File: src/rtl/baud_tick_ctrl.sv
// baud_tick_ctrl
// Baud-rate scheduler for the UART subsystem. It produces single-cycle clock
// enables on clk_i instead of divided clocks:
//   rx_tick_o at OVERSAMPLE x baud (receiver sampling)
//   tx_tick_o at baud, always on the same cycle as an rx_tick_o
// Baud changes arrive over a valid/ready handshake. They are only applied
// between transmit frames, so a frame in flight is never stretched or cut.
//
// Optional build macro BAUD_TICK_DBG_EN adds tick_cnt_o, a 16-bit wrapping
// count of tx ticks. It is cleared by reset and whenever a new rate is loaded.
module baud_tick_ctrl #(
  parameter int unsigned CLK_FREQ    = 50_000_000,
  parameter int unsigned OVERSAMPLE  = 16,
  parameter int unsigned DEFAULT_SEL = 3
) (
  input  logic        clk_i,
  input  logic        rst_i,
  input  logic        enable_i,
  input  logic        cfg_valid_i,
  input  logic [2:0]  cfg_sel_i,
  output logic        cfg_ready_o,
  input  logic        busy_tx_i,
  output logic        rx_tick_o,
  output logic        tx_tick_o,
  output logic [2:0]  active_sel_o,
  output logic        locked_o
`ifdef BAUD_TICK_DBG_EN
  ,
  output logic [15:0] tick_cnt_o
`endif
);

  // Width of the oversample counter. It is kept at least one bit wide so that
  // a bad OVERSAMPLE value reaches the readable elaboration error below.
  localparam int unsigned OS_W = (OVERSAMPLE < 2) ? 1 : $clog2(OVERSAMPLE);
  localparam logic [OS_W-1:0] OS_LAST   = OS_W'(OVERSAMPLE - 1);
  localparam logic [2:0]      RESET_SEL = 3'(DEFAULT_SEL);

  // Clocks per rx tick for one baud index: round to nearest, never below 2.
  function automatic longint unsigned calcDiv(input int unsigned sel);
    longint unsigned baud;
    longint unsigned den;
    longint unsigned q;
    case (sel)
      0:       baud = 64'd1200;
      1:       baud = 64'd2400;
      2:       baud = 64'd4800;
      3:       baud = 64'd9600;
      4:       baud = 64'd19200;
      5:       baud = 64'd38400;
      6:       baud = 64'd57600;
      default: baud = 64'd115200;
    endcase
    den = baud * 64'(OVERSAMPLE);
    q   = (64'(CLK_FREQ) + den / 64'd2) / den;
    if (q < 64'd2) begin
      q = 64'd2;
    end
    return q;
  endfunction

  // Terminal count (DIV-1) for every baud index, fixed at elaboration.
  localparam logic [15:0] DIV_M1 [8] = '{
    16'(calcDiv(0) - 64'd1),
    16'(calcDiv(1) - 64'd1),
    16'(calcDiv(2) - 64'd1),
    16'(calcDiv(3) - 64'd1),
    16'(calcDiv(4) - 64'd1),
    16'(calcDiv(5) - 64'd1),
    16'(calcDiv(6) - 64'd1),
    16'(calcDiv(7) - 64'd1)
  };

  // The rx divider is 16 bits wide. A clock/oversample combination that needs
  // more than that stops elaboration instead of silently truncating.
  for (genvar g = 0; g < 8; g++) begin : g_divCheck
    if (calcDiv(g) > 64'd65535) begin : g_tooBig
      $error("baud_tick_ctrl: divider for baud index %0d exceeds 16 bits", g);
    end
  end

  if (OVERSAMPLE < 2) begin : g_osCheck
    $error("baud_tick_ctrl: OVERSAMPLE must be at least 2");
  end

  typedef enum logic [1:0] {
    IDLE,
    RUN,
    PEND,
    LOAD
  } state_e;

  state_e          state_q,     state_d;
  logic [15:0]     rxCnt_q,     rxCnt_d;
  logic [OS_W-1:0] osCnt_q,     osCnt_d;
  logic [2:0]      activeSel_q, activeSel_d;
  logic [2:0]      pendSel_q,   pendSel_d;
  logic            locked_q,    locked_d;

  logic        counting;
  logic        rxTick;
  logic        txTick;
  logic        cfgReady;
  logic        handshake;
  logic        newSel;
  logic [15:0] divLast;

  // Tick generation and handshake qualification, derived from the current state.
  // Ticks are gated by enable_i so that no tick escapes on the cycle enable falls.
  always_comb begin
    divLast   = DIV_M1[activeSel_q];
    counting  = ((state_q == RUN) || (state_q == PEND)) && enable_i;
    rxTick    = counting && (rxCnt_q >= divLast);
    txTick    = rxTick && (osCnt_q == OS_LAST);
    cfgReady  = !rst_i && ((state_q == IDLE) || (state_q == RUN));
    handshake = cfg_valid_i && cfgReady;
    newSel    = handshake && (cfg_sel_i != activeSel_q);
  end

  // Divider chain and lock flag. The counters only run while ticking is active;
  // every other situation (idle, load, enable dropping) returns them to zero,
  // so each new run starts a full period from scratch.
  always_comb begin
    rxCnt_d  = '0;
    osCnt_d  = '0;
    locked_d = 1'b0;
    if (counting) begin
      locked_d = locked_q | txTick;
      if (rxTick) begin
        rxCnt_d = '0;
        if (txTick) begin
          osCnt_d = '0;
        end else begin
          osCnt_d = osCnt_q + OS_W'(1);
        end
      end else begin
        rxCnt_d = rxCnt_q + 16'd1;
        osCnt_d = osCnt_q;
      end
    end
  end

  // Rate-change sequencing. A different baud index is parked in PEND until the
  // transmitter is between frames, then applied in the single-cycle LOAD state.
  // When ticking is stopped there is no frame to protect, so changes apply at once.
  always_comb begin
    state_d     = state_q;
    activeSel_d = activeSel_q;
    pendSel_d   = pendSel_q;
    case (state_q)
      IDLE: begin
        if (newSel) begin
          activeSel_d = cfg_sel_i;
        end
        if (enable_i) begin
          state_d = RUN;
        end
      end
      RUN: begin
        if (!enable_i) begin
          state_d = IDLE;
          if (newSel) begin
            activeSel_d = cfg_sel_i;
          end
        end else if (newSel) begin
          pendSel_d = cfg_sel_i;
          state_d   = PEND;
        end
      end
      PEND: begin
        if (!enable_i) begin
          state_d     = IDLE;
          activeSel_d = pendSel_q;
        end else if (!busy_tx_i) begin
          state_d = LOAD;
        end
      end
      LOAD: begin
        activeSel_d = pendSel_q;
        state_d     = enable_i ? RUN : IDLE;
      end
      default: begin
        state_d = IDLE;
      end
    endcase
  end

  // State and datapath registers with synchronous reset; a pending request is dropped.
  always_ff @(posedge clk_i) begin
    if (rst_i) begin
      state_q     <= IDLE;
      rxCnt_q     <= '0;
      osCnt_q     <= '0;
      activeSel_q <= RESET_SEL;
      pendSel_q   <= RESET_SEL;
      locked_q    <= 1'b0;
    end else begin
      state_q     <= state_d;
      rxCnt_q     <= rxCnt_d;
      osCnt_q     <= osCnt_d;
      activeSel_q <= activeSel_d;
      pendSel_q   <= pendSel_d;
      locked_q    <= locked_d;
    end
  end

`ifdef BAUD_TICK_DBG_EN
  logic [15:0] tickCnt_q, tickCnt_d;

  // Debug count of tx ticks at the current rate; restarts whenever a rate is loaded.
  always_comb begin
    tickCnt_d = tickCnt_q;
    if (state_q == LOAD) begin
      tickCnt_d = '0;
    end else if (txTick) begin
      tickCnt_d = tickCnt_q + 16'd1;
    end
  end

  // Debug counter register.
  always_ff @(posedge clk_i) begin
    if (rst_i) begin
      tickCnt_q <= '0;
    end else begin
      tickCnt_q <= tickCnt_d;
    end
  end

  assign tick_cnt_o = tickCnt_q;
`endif

  assign cfg_ready_o  = cfgReady;
  assign rx_tick_o    = rxTick;
  assign tx_tick_o    = txTick;
  assign active_sel_o = activeSel_q;
  assign locked_o     = locked_q;

endmodule

File: config.mk
export PLATFORM = sky130hd
export DESIGN_NAME = baud_tick_ctrl
export DESIGN_NICKNAME = d
export VERILOG_FILES = /design/src/rtl/baud_tick_ctrl.sv
export SDC_FILE = /design/constraint.sdc
export NUM_CORES = 1
export LEC_CHECK = 0
export CAP_MARGIN = 20
export CELL_PAD_IN_SITES_DETAIL_PLACEMENT = 1
export CELL_PAD_IN_SITES_GLOBAL_PLACEMENT = 2
export CORE_MARGIN = 2
export CORE_UTILIZATION = 38
export CTS_BUF_LIST = sky130_fd_sc_hd__clkbuf_16
export CTS_CLUSTER_SIZE = 20
export DETAILED_ROUTE_END_ITERATION = 16
export PLACE_DENSITY_LB_ADDON = 0.1
export SYNTH_ARGS = -nofsm -noshare
export SYNTH_HDL_FRONTEND = slang
export SYNTH_SLANG_ARGS = --single-unit
export TNS_END_PERCENT = 50
File: constraint.sdc
create_clock -name clk_i -period 6 [get_ports clk_i]
set_input_delay 1.2 -clock clk_i [delete_from_list [all_inputs] [get_ports clk_i]]
set_output_delay 1.2 -clock clk_i [all_outputs]
set_load 0.02 [all_outputs]
==> results of run 1 <==
-- metrics by stage --
stage	setup WS (ns)	instances	util	area [um^2]
6_report	1.378	297	0.4670	2206
5_1_grt	1.064	297	0.4670	2206
4_1_cts	1.339	297	0.4670	2206
3_5_place_dp	1.668	289	0.4379	2068
3_3_place_gp	1.782	289	0.4379	2068
2_1_floorplan	2.176	210	-	1859
-- layer usage --
metal	GRT usage	vias to the layer above
met5	0	-
met4	0.06667	0
met3	0.04527	7
met2	0.3234	16
met1	0.2271	777
li1	-	792
-- final timing paths --
check,start,endpoint,cells past startpoint
hold reg to reg,locked_o$_SDFF_PP0_,locked_o$_SDFF_PP0_,2
hold / removal,locked_o$_SDFF_PP0_,locked_o$_SDFF_PP0_,2
setup reg to reg,active_sel_o[2]$_SDFFE_PP0P_,locked_o$_SDFF_PP0_,8
setup / recovery,active_sel_o[2]$_SDFFE_PP0P_,tx_tick_o,9
-- logic make-up after synthesis --
| family | after synthesis |
|---|---|
| buffers and inverters | 11 |
| other | 1 |
| adders and majority gates | 23 |
| and+or+nand+nor | 84 |
| AOI/OAI and AO/OA | 43 |
| xor gates and xnor gates | 13 |
| DFF | 29 |
| muxes | 4 |
-- registers in the layout, summed over array words and instances (netlist names) --
signal	flops
pendSel_q	3
rxCnt_q	16
state_q	2
locked_o	1
osCnt_q	4
active_sel_o	3
-- critical path: stages (launching register included) --
cell and delay (ns):
dfxtp_1 0.65, nand2b_1 0.25, a21boi_0 0.21, ha_1 0.23, o21ai_1 0.09, a211o_1 0.33
o31ai_2 0.43, nor2_2 0.13, nor3_1 0.21, clkdlybuf4s50_1 0.63
-- synth_stat cells, drive strengths merged, types with 5 or more instances --
cell   number  share of area
nor2       22          0.059
nand2      17          0.034
inv         9          0.018
nand4       7          0.024
ha         23           0.16
xor2       12          0.057
a21oi       7          0.019
nand3      14          0.045
nor3        5          0.020
dfxtp      29           0.31
o21ai      12          0.032
-- final cells by class --
cell class | count | area, um^2 | area share
clock buffer | 5 | 125.1 | 0.05672
sequential | 29 | 580.6 | 0.2632
tap | 67 | 83.83 | 0.03800
clock inverter | 3 | 12.51 | 0.005672
multi-input combinational | 170 | 1230 | 0.5576
inverter | 9 | 33.78 | 0.01531
timing repair buffer | 14 | 140.1 | 0.06353
-- power by group through the flow --
stage               clock network, mW  registers (mW)  logic, mW
floorplan                           0           0.212     0.0717
global placement                    0           0.212      0.103
detailed placement                  0           0.213      0.105
CTS                             0.239           0.210      0.105
global route                    0.253           0.211      0.118
finish                          0.234           0.209      0.104
==> results.json, run 1 <==
{
  "grt_usage": 0.1883,
  "critPathKind": "register to primary output",
  "cts_hold_buf": 0,
  "yosysWarnings": 0,
  "clkTransAtPathRegs_ns": 0.05,
  "io_buffers": 14,
  "slew_violations": 0,
  "final.setup.tns_ns": 0,
  "setup_viol": 0,
  "synth-simple-area-share": 0.2554,
  "wl_met3_um": 105,
  "switching_share": 0.2786,
  "synth_edf_count": 0,
  "cp-start-kind": "register",
  "cts_tree": "built",
  "cts_sinks": 29,
  "synth_top_family_by_area": "simple AND/OR/NAND/NOR gates",
  "grt_pass1_vias": 1677,
  "netlist_area_um2": 1852,
  "drive_above_1_share": 0.1043,
  "cts-root-buf": "clkbuf_16",
  "start_util": 0.3921,
  "endpoint_kind": "primary output",
  "whs_ns": 0.4596,
  "dieHeight_um": 73.81,
  "power_frac_clock": 0.428,
  "finClkSkew_ns": 0.006151,
  "switchingPower_uw": 152.6,
  "period_minus_slack_ns": 4.622,
  "wl_um": 4396,
  "tightest_slew_ns": 0.5359,
  "drtIter0Drc": 30,
  "status": "complete, no violations",
  "critPathRequiredTime_ns": 4.80,
  "hold_viol_final": 0,
  "fin_nets": 260,
  "synth-compound-area-share": 0.1642,
  "max_freq_mhz": 216.4,
  "via_per_inst": 5.360,
  "p_per_area_nw_per_um2": 248.4,
  "ir_worst_vdd_mv": 0.1351,
  "htreeDepth": 2,
  "wl_met1_um": 2053,
  "reg2reg_slack_ns": 3.35,
  "final_antenna_net_count": 0,
  "die_area_um2": 5447,
  "remaining_drc_errors": 0,
  "rows": 25,
  "arrival_ns": 3.42,
  "core_area_um2": 4723,
  "syn-instance-count": 208,
  "leakagePower_nw": 0.8696,
  "layout_common_cells": "dfxtp_1, ha_1, nand2_1",
  "ys_types": 48,
  "fin_crit_sh": 0.7703,
  "post_cts_resized": 0,
  "cap_viol_max_count": 0,
  "overflow": 0,
  "fillCellCount": 562,
  "top_layer": "met4",
  "cts_buffers": 5,
  "cts_setup_buffers": 0,
  "insertion_delay_ns": 0.27,
  "clockBufferDepth": 2,
  "power.total_uw": 547.9,
  "synth_ff_type": "dfxtp_1",
  "wl_per_cell_um": 14.80,
  "slew_headroom": 0.6414,
  "p_seq_frac": 0.382,
  "comb_power_share": 0.190,
  "p_int_uw": 395.3,
  "diodes": 0,
  "grt_pass1_wl_um": 7852,
  "seq_area_frac_synth": 0.3135,
  "async_flop_share": 0,
  "synth-xor-area-share": 0.06149,
  "grt_max_degree": 16,
  "place.gp.congestion": 0.8806,
  "hp-class": "register to register",
  "dp_hpwl_um": 3461,
  "die_w_um": 73.81,
  "synthAdderAreaFrac": 0.1554,
  "area_delta_synth_final_pct": 19.12,
  "drtPass1Iterations": 4,
  "syn_avg_cell_area_um2": 8.903,
  "wl_met2_um": 2178,
  "vias": 1592,
  "grt_setup_unrepaired": "false",
  "worst-path-max-fanout": 15,
  "pin_count": 15,
  "synthMuxAreaShare": 0.02162,
  "final_common_cell": "dfxtp_1",
  "ys_ff_latch": 29,
  "grt_antenna_before_repair": 0
}
Power figures use the tool's default switching activity.
==> run 2, diff against run 1 <==
- CORE_UTILIZATION: 38 -> 32
- clock period: 6 -> 3.9 ns (I/O delays scaled with it)
==> run 2 against run 1 <==
  * Sequential cell count unchanged
  * Utilization fell by 5.8 points
  * Largest power group unchanged
  * Clock-buffer cell count unchanged
==> results.json, run 2 (synthesis gave the netlist of run 1 again) <==
{
  "arrival_ns": 2.89,
  "pin_count": 15,
  "place_inst": 297,
  "tightest_slew_ns": 0.5269,
  "layout_common_cells": "dfxtp_1, ha_1, nand2_1",
  "fin_crit_sh": 0.9418,
  "final_antenna_net_count": 0,
  "grt_setup_unrepaired": "false",
  "critPathRequiredTime_ns": 3.12,
  "clockBufferDepth": 2,
  "hold_viol_final": 0,
  "final.setup.tns_ns": 0,
  "hold_depth": 2,
  "utilization": 0.4090,
  "diodes": 0,
  "io_buffers": 14,
  "slew_violations": 0,
  "hp-class": "register to register",
  "max_freq_mhz": 272.2,
  "setup_viol": 0,
  "status": "complete, no violations",
  "place.gp.congestion": 0.8428,
  "cp-start-kind": "register",
  "endpoint_kind": "primary output",
  "cap_viol_max_count": 0,
  "die_area_um2": 6411,
  "ir_worst_vdd_mv": 0.1792,
  "clkTransAtPathRegs_ns": 0.05,
  "finalNonFillerCells": 305,
  "path_buf_inv": 2,
  "finClkSkew_ns": 0.006081,
  "via_per_inst": 5.216,
  "remaining_drc_errors": 0,
  "cts-root-buf": "clkbuf_16",
  "worstRegToRegCells": 10,
  "critPathKind": "register to primary output",
  "crit_family": "simple AND/OR/NAND/NOR gates",
  "dp_hpwl_um": 3681,
  "path_depth": 11,
  "crit_chain": "inv_1, ha_1, nand2b_1, a21boi_0, ha_1, a21oi_1, nor3_1, or3_4, nor2_4, nor3_1, dlygate4sd2_1",
  "period_minus_slack_ns": 3.673,
  "largest-register": "rxCnt_q",
  "worst-path-max-fanout": 5,
  "slowest_stage": "or3_4",
  "fin_nets": 263,
  "cts_sinks": 29,
  "cts_setup_buffers": 0,
  "grt_pass1_vias": 1680,
  "overflow": 0,
  "core_area_um2": 5540,
  "largest_reg_flops": 16,
  "drtPass1Iterations": 4,
  "grt_max_degree": 13,
  "wl_um": 4635,
  "area_delta_synth_final_pct": 22.36,
  "reg_top3": "rxCnt_q: 16 flops, osCnt_q: 4 flops",
  "final_common_cell": "dfxtp_1",
  "p_per_area_nw_per_um2": 377.5,
  "slew_headroom": 0.6474,
  "dieHeight_um": 80.07,
  "leakagePower_nw": 0.9012,
  "grt_antenna_before_repair": 0,
  "vias": 1591,
  "drive_above_1_share": 0.1288,
  "crit_path_max_incr_delay_ns": 0.41,
  "cts_hold_buf": 0,
  "drtIter0Drc": 62,
  "fillCellCount": 682,
  "insertion_delay_ns": 0.27,
  "cts_tree": "built",
  "grt_pass1_wl_um": 7914,
  "wl_per_cell_um": 15.20,
  "grt_usage": 0.1582,
  "cts_buffers": 5,
  "start_util": 0.3342,
  "htreeDepth": 2,
  "rows": 27,
  "die_w_um": 80.07
}
==> run 2: path summary, 6_finish.rpt <==
check,slack (ns),endpoint,start
max,0.23,tx_tick_o,active_sel_o[1]$_SDFFE_PP1P_
min,0.47,locked_o$_SDFF_PP0_,locked_o$_SDFF_PP0_
max reg2reg,1.37,rxCnt_q[5]$_SDFF_PP0_,active_sel_o[1]$_SDFFE_PP1P_
min reg2reg,0.47,locked_o$_SDFF_PP0_,locked_o$_SDFF_PP0_
==> run 2: repair_timing <==
action | in CTS | in global routing
hold endpoints to repair | 0 | 0
endpoints found under the setup margin | 2 | 2
gates resized for setup | 4 | 3
==> run 2: where the power goes <==
group	leakage, nW	switching, mW	internal, mW
Combinational	0.590	0.102	0.0803
Sequential	0.236	0.0105	0.307
Clock	0.0748	0.126	0.231
Total	0.901	0.238	0.618
==> run 2: area by class of cell <==
| class | count | area [um^2] | area share |
|---|---|---|---|
| clock buffers | 5 | 125.1 | 0.05522 |
| flip-flops and latches | 29 | 581.8 | 0.2568 |
| well taps | 72 | 90.09 | 0.03976 |
| repair buffers | 17 | 160.2 | 0.07068 |
| inverters | 9 | 33.78 | 0.01491 |
| multi-input cells | 170 | 1261 | 0.5566 |
| clock inverters | 3 | 13.76 | 0.006074 |
==> run 2: metal layers <==
layer / GRT usage / routed length, um / up-vias
met2: 0.2942 / 2429 / 21
met3: 0.03708 / 134 / 7
met4: 0.04068 / 56 / 0
met1: 0.1798 / 2015 / 762
met5: 0 / 0 / -
li1: - / - / 801
==> run 2: metrics by stage <==
stage          area, um^2  worst slack (ns)  hold slack [ns]  total power, mW
2_1_floorplan        1859            0.4965           0.4422           0.4368
3_3_place_gp         2097            0.2817           0.4489           0.4925
3_5_place_dp         2097            0.1452           0.4553           0.4968
4_1_cts              2251            0.1549           0.4721           0.8664
5_1_grt              2266           0.05894           0.4956           0.9048
6_report             2266            0.2268           0.4674           0.8553
==> run 2: worst register-to-register path, delay by kind of cell (launching register included) <==
kind	cells	cell delay (ns)
mux	1	0.22
buf+inv	2	0.22
simple gates	3	0.48
flops	1	0.40
compound gates	2	0.68
fa+ha+maj	2	0.45
==> RTL change 1: new RTL, flow settings as in run 2 <==
Add a define of `BAUD_TICK_DBG_EN`.
--- a/src/rtl/baud_tick_ctrl.sv
+++ b/src/rtl/baud_tick_ctrl.sv
@@ -8,6 +8,8 @@
 //
 // Optional build macro BAUD_TICK_DBG_EN adds tick_cnt_o, a 16-bit wrapping
 // count of tx ticks. It is cleared by reset and whenever a new rate is loaded.
+`define BAUD_TICK_DBG_EN
+
 module baud_tick_ctrl #(
   parameter int unsigned CLK_FREQ    = 50_000_000,
   parameter int unsigned OVERSAMPLE  = 16,
Behaviour (old outputs only; new: tick_cnt_o): unchanged (equiv_simple and equiv_induct, registers matched by name and starting in step).
==> RTL change 1 against run 2 <==
- hold slack improved by 0.014 ns
- setup slack got worse by 0.014 ns
- first-iteration DRC count decreased by 34%
- synthesized area increased by 40%
- sequential power increased by 51%
- clock power increased by 14%
- fmax decreased by 0.38%
- power increased by 24%
- global-route usage increased by 0.51 points
- wire length increased by 40%
- via count increased by 38%
- sequential cell count increased by 16
- largest power group is now registers
- utilization decreased by 0.34 points
- critical endpoint unchanged
- cell area increased by 40%
==> RTL change 1: results (changes against run 2) <==
| Metric | Value |
|---|---|
| Status | completed (unchanged) |
| IO buf count | 30 (was 14) |
| Register area share after synthesis | 34.7% (was 31.4%) |
| Final nets | 359 (was 263) |
| Yosys Warn Count | 0 (unchanged) |
| Iteration count of the initial detailed-routing pass | 4 (unchanged) |
| H-tree lvl count | 2 (unchanged) |
| Max clock buf depth | 2 (unchanged) |
| Largest cells by area after synthesis | dfxtp_1 35%, ha_1 12%, nor2_1 4.6%, xor2_1 3.7%, a21oi_1 3.7% (was dfxtp_1 31%, ha_1 16%, xor2_1 5.7%, nand3_1 3.5%, nand2_1 3.4%) |
| Iteration-0 DRC Markers | 41 (was 62) |
| Cell Int Power | 777 uW (was 618 uW) |
| Critical path arrival | 2.91 ns (was 2.89 ns) |
| Leakage | 1.15 nW (was 0.901 nW) |
| Slew @ Worst Pin | 0.655 ns (was 0.527 ns) |
| Num CTS Buffers | 5 (unchanged) |
| Peak VDD IR | 0.000139 V (was 0.000179 V) |
| Worst setup skew after layout | 0.00270 ns (was 0.00608 ns) |
| Root Driver | clkbuf_16 (unchanged) |
| WL final | 6.49 mm (was 4.64 mm) |
| Via-to-Cell Ratio | 5.09 (was 5.22) |
| N_diodes | 0 (unchanged) |
| Gr usage total | 16.3% (was 15.8%) |
| Clk_lat worst skew | 0.28 ns |
| Number of global-route vias before repair | 2242 (was 1680) |
| First-pass GRT wire length | 11.3 mm (was 7.91 mm) |
| Share of cells above drive strength 1 | 8.54% (was 12.9%) |
| Ys flop type | dfxtp_1 (unchanged) |
| HPWL after detailed placement | 4.94 mm (was 3.68 mm) |
| Initial antenna violation count | 0 (unchanged) |
| HP Class | reg -> reg (unchanged) |
| Crit path max fanout | 7 (was 5) |
| Synth unique cells | 49 (was 48) |
| Fillers | 913 (was 682) |
| Largest net degree at the start of global routing | 16 (was 13) |
| Final GP Congestion | 0.735 (was 0.843) |
| Synth top cells by count | 45 x dfxtp_1, 32 x nor2_1, 24 x ha_1, 22 x nand2_1, 19 x a21oi_1 (was 29 x dfxtp_1, 23 x ha_1, 17 x nand2_1, 13 x nand3_1, 13 x nor2_1) |
| Pre-CTS setup slack | 0.473 ns (was 0.145 ns) |
| Ys async rst share | 0% (unchanged) |
[RTL change 1: power groups by stage]
| stage | registers, mW | clock network [mW] | logic (mW) |
|---|---|---|---|
| final | 0.479 | 0.406 | 0.170 |
| after global placement | 0.489 | 0 | 0.169 |
| after floorplan | 0.493 | 0 | 0.113 |
| after CTS | 0.479 | 0.422 | 0.173 |
| after global routing | 0.481 | 0.443 | 0.194 |
| after detailed placement | 0.489 | 0 | 0.170 |
[RTL change 1: layout make-up]
type | count | area (sq um) | area share (%)
multi-input combinational | 228 | 1620 | 51.0
inverter | 13 | 48.8 | 1.54
clock buffer | 5 | 125 | 3.95
clock inverter | 3 | 13.8 | 0.435
timing repair buffer | 34 | 333 | 10.5
tap | 102 | 128 | 4.03
sequential | 45 | 902 | 28.5
[RTL change 1: logic make-up (layout without fill, tap and decap cells)]
family	after synthesis	in the layout	share of synthesized area, %
xor gates and xnor gates	20	20	6.76
buffers and inverters	20	55	3.19
DFF	45	45	34.7
AOI/OAI and AO/OA	63	63	18.9
other	1	3	0.145
muxes	8	8	3.09
adders and majority gates	24	24	11.6
and+or+nand+nor	110	110	21.6
[RTL change 1: per-layer routing]
layer	vias up	share of wire (%)	GRT usage (%)
met3	4	2.7	3.85
met5	-	0	0
met4	0	0.74	3.62
met2	27	46	25.7
met1	1059	51	22.6
li1	1099	-	-
[RTL change 1: final timing paths]
kind                                                   start                          end  slack, ns  cells past startpoint
worst max-delay path            active_sel_o[0]$_SDFFE_PP1P_                    tx_tick_o       0.21                     10
worst min-delay path                  rxCnt_q[12]$_SDFF_PP0_       rxCnt_q[12]$_SDFF_PP0_       0.48                      2
worst max register to register  active_sel_o[0]$_SDFFE_PP1P_  tick_cnt_o[10]$_SDFFE_PP0P_       1.14                     11
worst min register to register        rxCnt_q[12]$_SDFF_PP0_       rxCnt_q[12]$_SDFF_PP0_       0.48                      2
[RTL change 1: per-stage QoR]
stage / util, % / total power [mW] / area (sq um) / instances
floorplan: - / 0.606 / 2600 / 293
global placement: 38.7 / 0.657 / 3020 / 422
detailed placement: 38.7 / 0.660 / 3020 / 422
CTS: 40.5 / 1.07 / 3160 / 430
global route: 40.6 / 1.12 / 3170 / 430
finish: 40.6 / 1.06 / 3170 / 430
[RTL change 1: repair_timing]
item,CTS,global route
gates resized for setup,0,2
endpoints found under the setup margin,0,2
buffers inserted,0,0
[RTL change 1: worst max-delay path: stages, from the launching register on]
cell and delay, ns:
dfxtp_1 0.31, inv_1 0.13, ha_1 0.20, nand2b_1 0.08, a21boi_0 0.13, ha_1 0.30, and4_1 0.22, nand2_2 0.09
o31a_4 0.39, a21oi_4 0.16, clkdlybuf4s50_1 0.61
==> RTL change 2: new RTL, settings of run 2 <==
Made on the original files. Encoding of `state_e`: now one-hot (4 bits for 4 states).
--- a/src/rtl/baud_tick_ctrl.sv
+++ b/src/rtl/baud_tick_ctrl.sv
@@ -83,11 +83,11 @@
     $error("baud_tick_ctrl: OVERSAMPLE must be at least 2");
   end
 
-  typedef enum logic [1:0] {
-    IDLE,
-    RUN,
-    PEND,
-    LOAD
+  typedef enum logic [3:0] {
+    IDLE = 4'b0001,
+    RUN  = 4'b0010,
+    PEND = 4'b0100,
+    LOAD = 4'b1000
   } state_e;
 
   state_e          state_q,     state_d;
Behaviour: same outputs for any inputs over 10 cycles, from zero or initial values and one cycle with rst_i high; not proved beyond that.
==> RTL change 2 against run 2 <==
- via count rose by 0.75%
- critical endpoint unchanged
- hold slack got worse by 0.016 ns
- first-iteration DRC count fell by 56%
- cell area rose by 3.1%
- critical path type unchanged
- global-route usage fell by 1.7 points
- critical path depth did not move
- setup slack improved by 0.28 ns
- synthesized area rose by 7.7%
- wire length rose by 2.0%
- sequential cell count rose by 2
Power is not compared: it rests on default switching activity, and its combinational part moved more than twofold at a synthesized area within 25%.
==> RTL change 2: results (changes against run 2) <==
| Metric | Value |
|---|---|
| Pre-CTS setup slack | 0.335 ns (was 0.145 ns) |
| Placed Instance Area | 0.00219 sq mm (was 0.00210 sq mm) |
| First-pass GRT wire length | 7.95 mm (was 7.91 mm) |
| Final Hold Vio Count | 0 (unchanged) |
| Synth top cells by count | 31 x dfxtp_1, 22 x nand2_1, 19 x ha_1, 17 x nor2_1, 13 x mux2i_1 (was 29 x dfxtp_1, 23 x ha_1, 17 x nand2_1, 13 x nand3_1, 13 x nor2_1) |
| Largest regs | rxCnt_q: 16 flops, osCnt_q: 4 flops, state_q: 4 flops (was rxCnt_q: 16 flops, osCnt_q: 4 flops) |
| Status | completed (unchanged) |
| WL final | 4.73 mm (was 4.64 mm) |
| FF-to-FF End | rxCnt_q[3]$_SDFF_PP0_ (was rxCnt_q[5]$_SDFF_PP0_) |
| Num CTS Buffers | 5 (unchanged) |
| Slowest CP cell | dfxtp_2 (was or3_4) |
| WL/cell | 15.1 um (was 15.2 um) |
| Reg2Reg Setup Slack | 1.34 ns (was 1.37 ns) |
| Crit path max fanout | 9 (was 5) |
| Max_slew headroom | 42.5% (was 64.7%) |
| Share of cells above drive strength 1 | 13.4% (was 12.9%) |
| Number of global-route vias before repair | 1713 (was 1680) |
| Post-Syn Area per Cell | 9.11 sq um (was 8.90 sq um) |
| Worst setup skew after layout | 0.00252 ns (was 0.00608 ns) |
| Largest cells by area after synthesis | dfxtp_1 31%, ha_1 12%, mux2i_1 6.5%, nand2_1 4.1%, xnor2_1 4.0% (was dfxtp_1 31%, ha_1 16%, xor2_1 5.7%, nand3_1 3.5%, nand2_1 3.4%) |
| Register area share after synthesis | 31.1% (was 31.4%) |
| HPWL after detailed placement | 3.77 mm (was 3.68 mm) |
| IO buf count | 14 (unchanged) |
| Via-to-Cell Ratio | 5.12 (was 5.22) |
| Placed cells | 305 (was 297) |
| Critical R2R Launch | active_sel_o[0]$_SDFFE_PP1P_ (was active_sel_o[1]$_SDFFE_PP1P_) |
| Hold Slack | 0.452 ns (was 0.467 ns) |
| Final GP Congestion | 0.788 (was 0.843) |
| Iteration-0 DRC Markers | 27 (was 62) |
RTL change 2: cell count changes after synthesis, sizes merged, moves of 3 or more:
| cell | change |
|---|---|
| ha | -4 |
| or3 | -4 |
| mux2i | +9 |
| buf | +5 |
| o21ai | -5 |
| nand4 | -4 |
| inv | -4 |
| nor2 | +5 |
| xnor2 | +8 |
| xor2 | -3 |
| nand2 | +6 |
RTL change 2: cells by family after synthesis:
logic type      Yosys count  synth area share [%]
simple gates             90                  25.5
compound gates           34                  12.1
flops                    31                  31.1
fa+ha+maj                19                  11.9
xor+xnor                 18                  8.28
mux                      13                  6.52
buf+inv                  13                  4.39
other cells               1                 0.188
RTL change 2: worst max-delay path by stage:
stage	start	end	slack, ns	cells past startpoint
2_1_floorplan	active_sel_o[0]$_SDFFE_PP1P_	tx_tick_o	0.72	10
3_3_place_gp	active_sel_o[0]$_SDFFE_PP1P_	tx_tick_o	0.41	11
3_5_place_dp	active_sel_o[0]$_SDFFE_PP1P_	tx_tick_o	0.33	11
4_1_cts	active_sel_o[0]$_SDFFE_PP1P_	tx_tick_o	0.03	11
5_1_grt	active_sel_o[0]$_SDFFE_PP1P_	tx_tick_o	0.24	11
6_report	active_sel_o[0]$_SDFFE_PP1P_	tx_tick_o	0.51	11
RTL change 2: power by group through the flow:
| stage | Sequential (mW) | Clock (mW) | Combinational [mW] |
|---|---|---|---|
| after floorplan | 0.334 | 0 | 0.0570 |
| after global placement | 0.337 | 0 | 0.0813 |
| after detailed placement | 0.337 | 0 | 0.0832 |
| after CTS | 0.331 | 0.379 | 0.0841 |
| after global routing | 0.332 | 0.397 | 0.0922 |
| final | 0.331 | 0.368 | 0.0833 |
RTL change 2: layout make-up:
type	count	area, sq um
Fill cell	710	3620
Multi-Input combinational cell	177	1290
Sequential cell	31	623
Timing Repair Buffer	17	168
Clock buffer	5	125
Tap cell	75	93.8
Inverter	5	18.8
Clock inverter	3	15.0
RTL change 2: per-layer routing:
metal / share of wire [%] / track usage (%)
met5: 0 / 0
met4: 0.97 / 3.58
met3: 2.1 / 3.48
met2: 50 / 25.2
met1: 47 / 16.9
RTL change 2: worst max-delay path: cells and delay by family (launching register included):
family / cells / cell delay, ns
AO/OA/AOI/OAI: 4 / 0.77
adder cells (fa/ha/maj): 2 / 0.49
flip-flops: 1 / 0.40
AND/OR/NAND/NOR: 3 / 0.36
buffers and inverters: 2 / 0.32
RTL change 2: timing repair:
item	CTS	global route
resized for setup	0	4
setup endpoints to repair	0	2
endpoints found under the hold margin	0	0
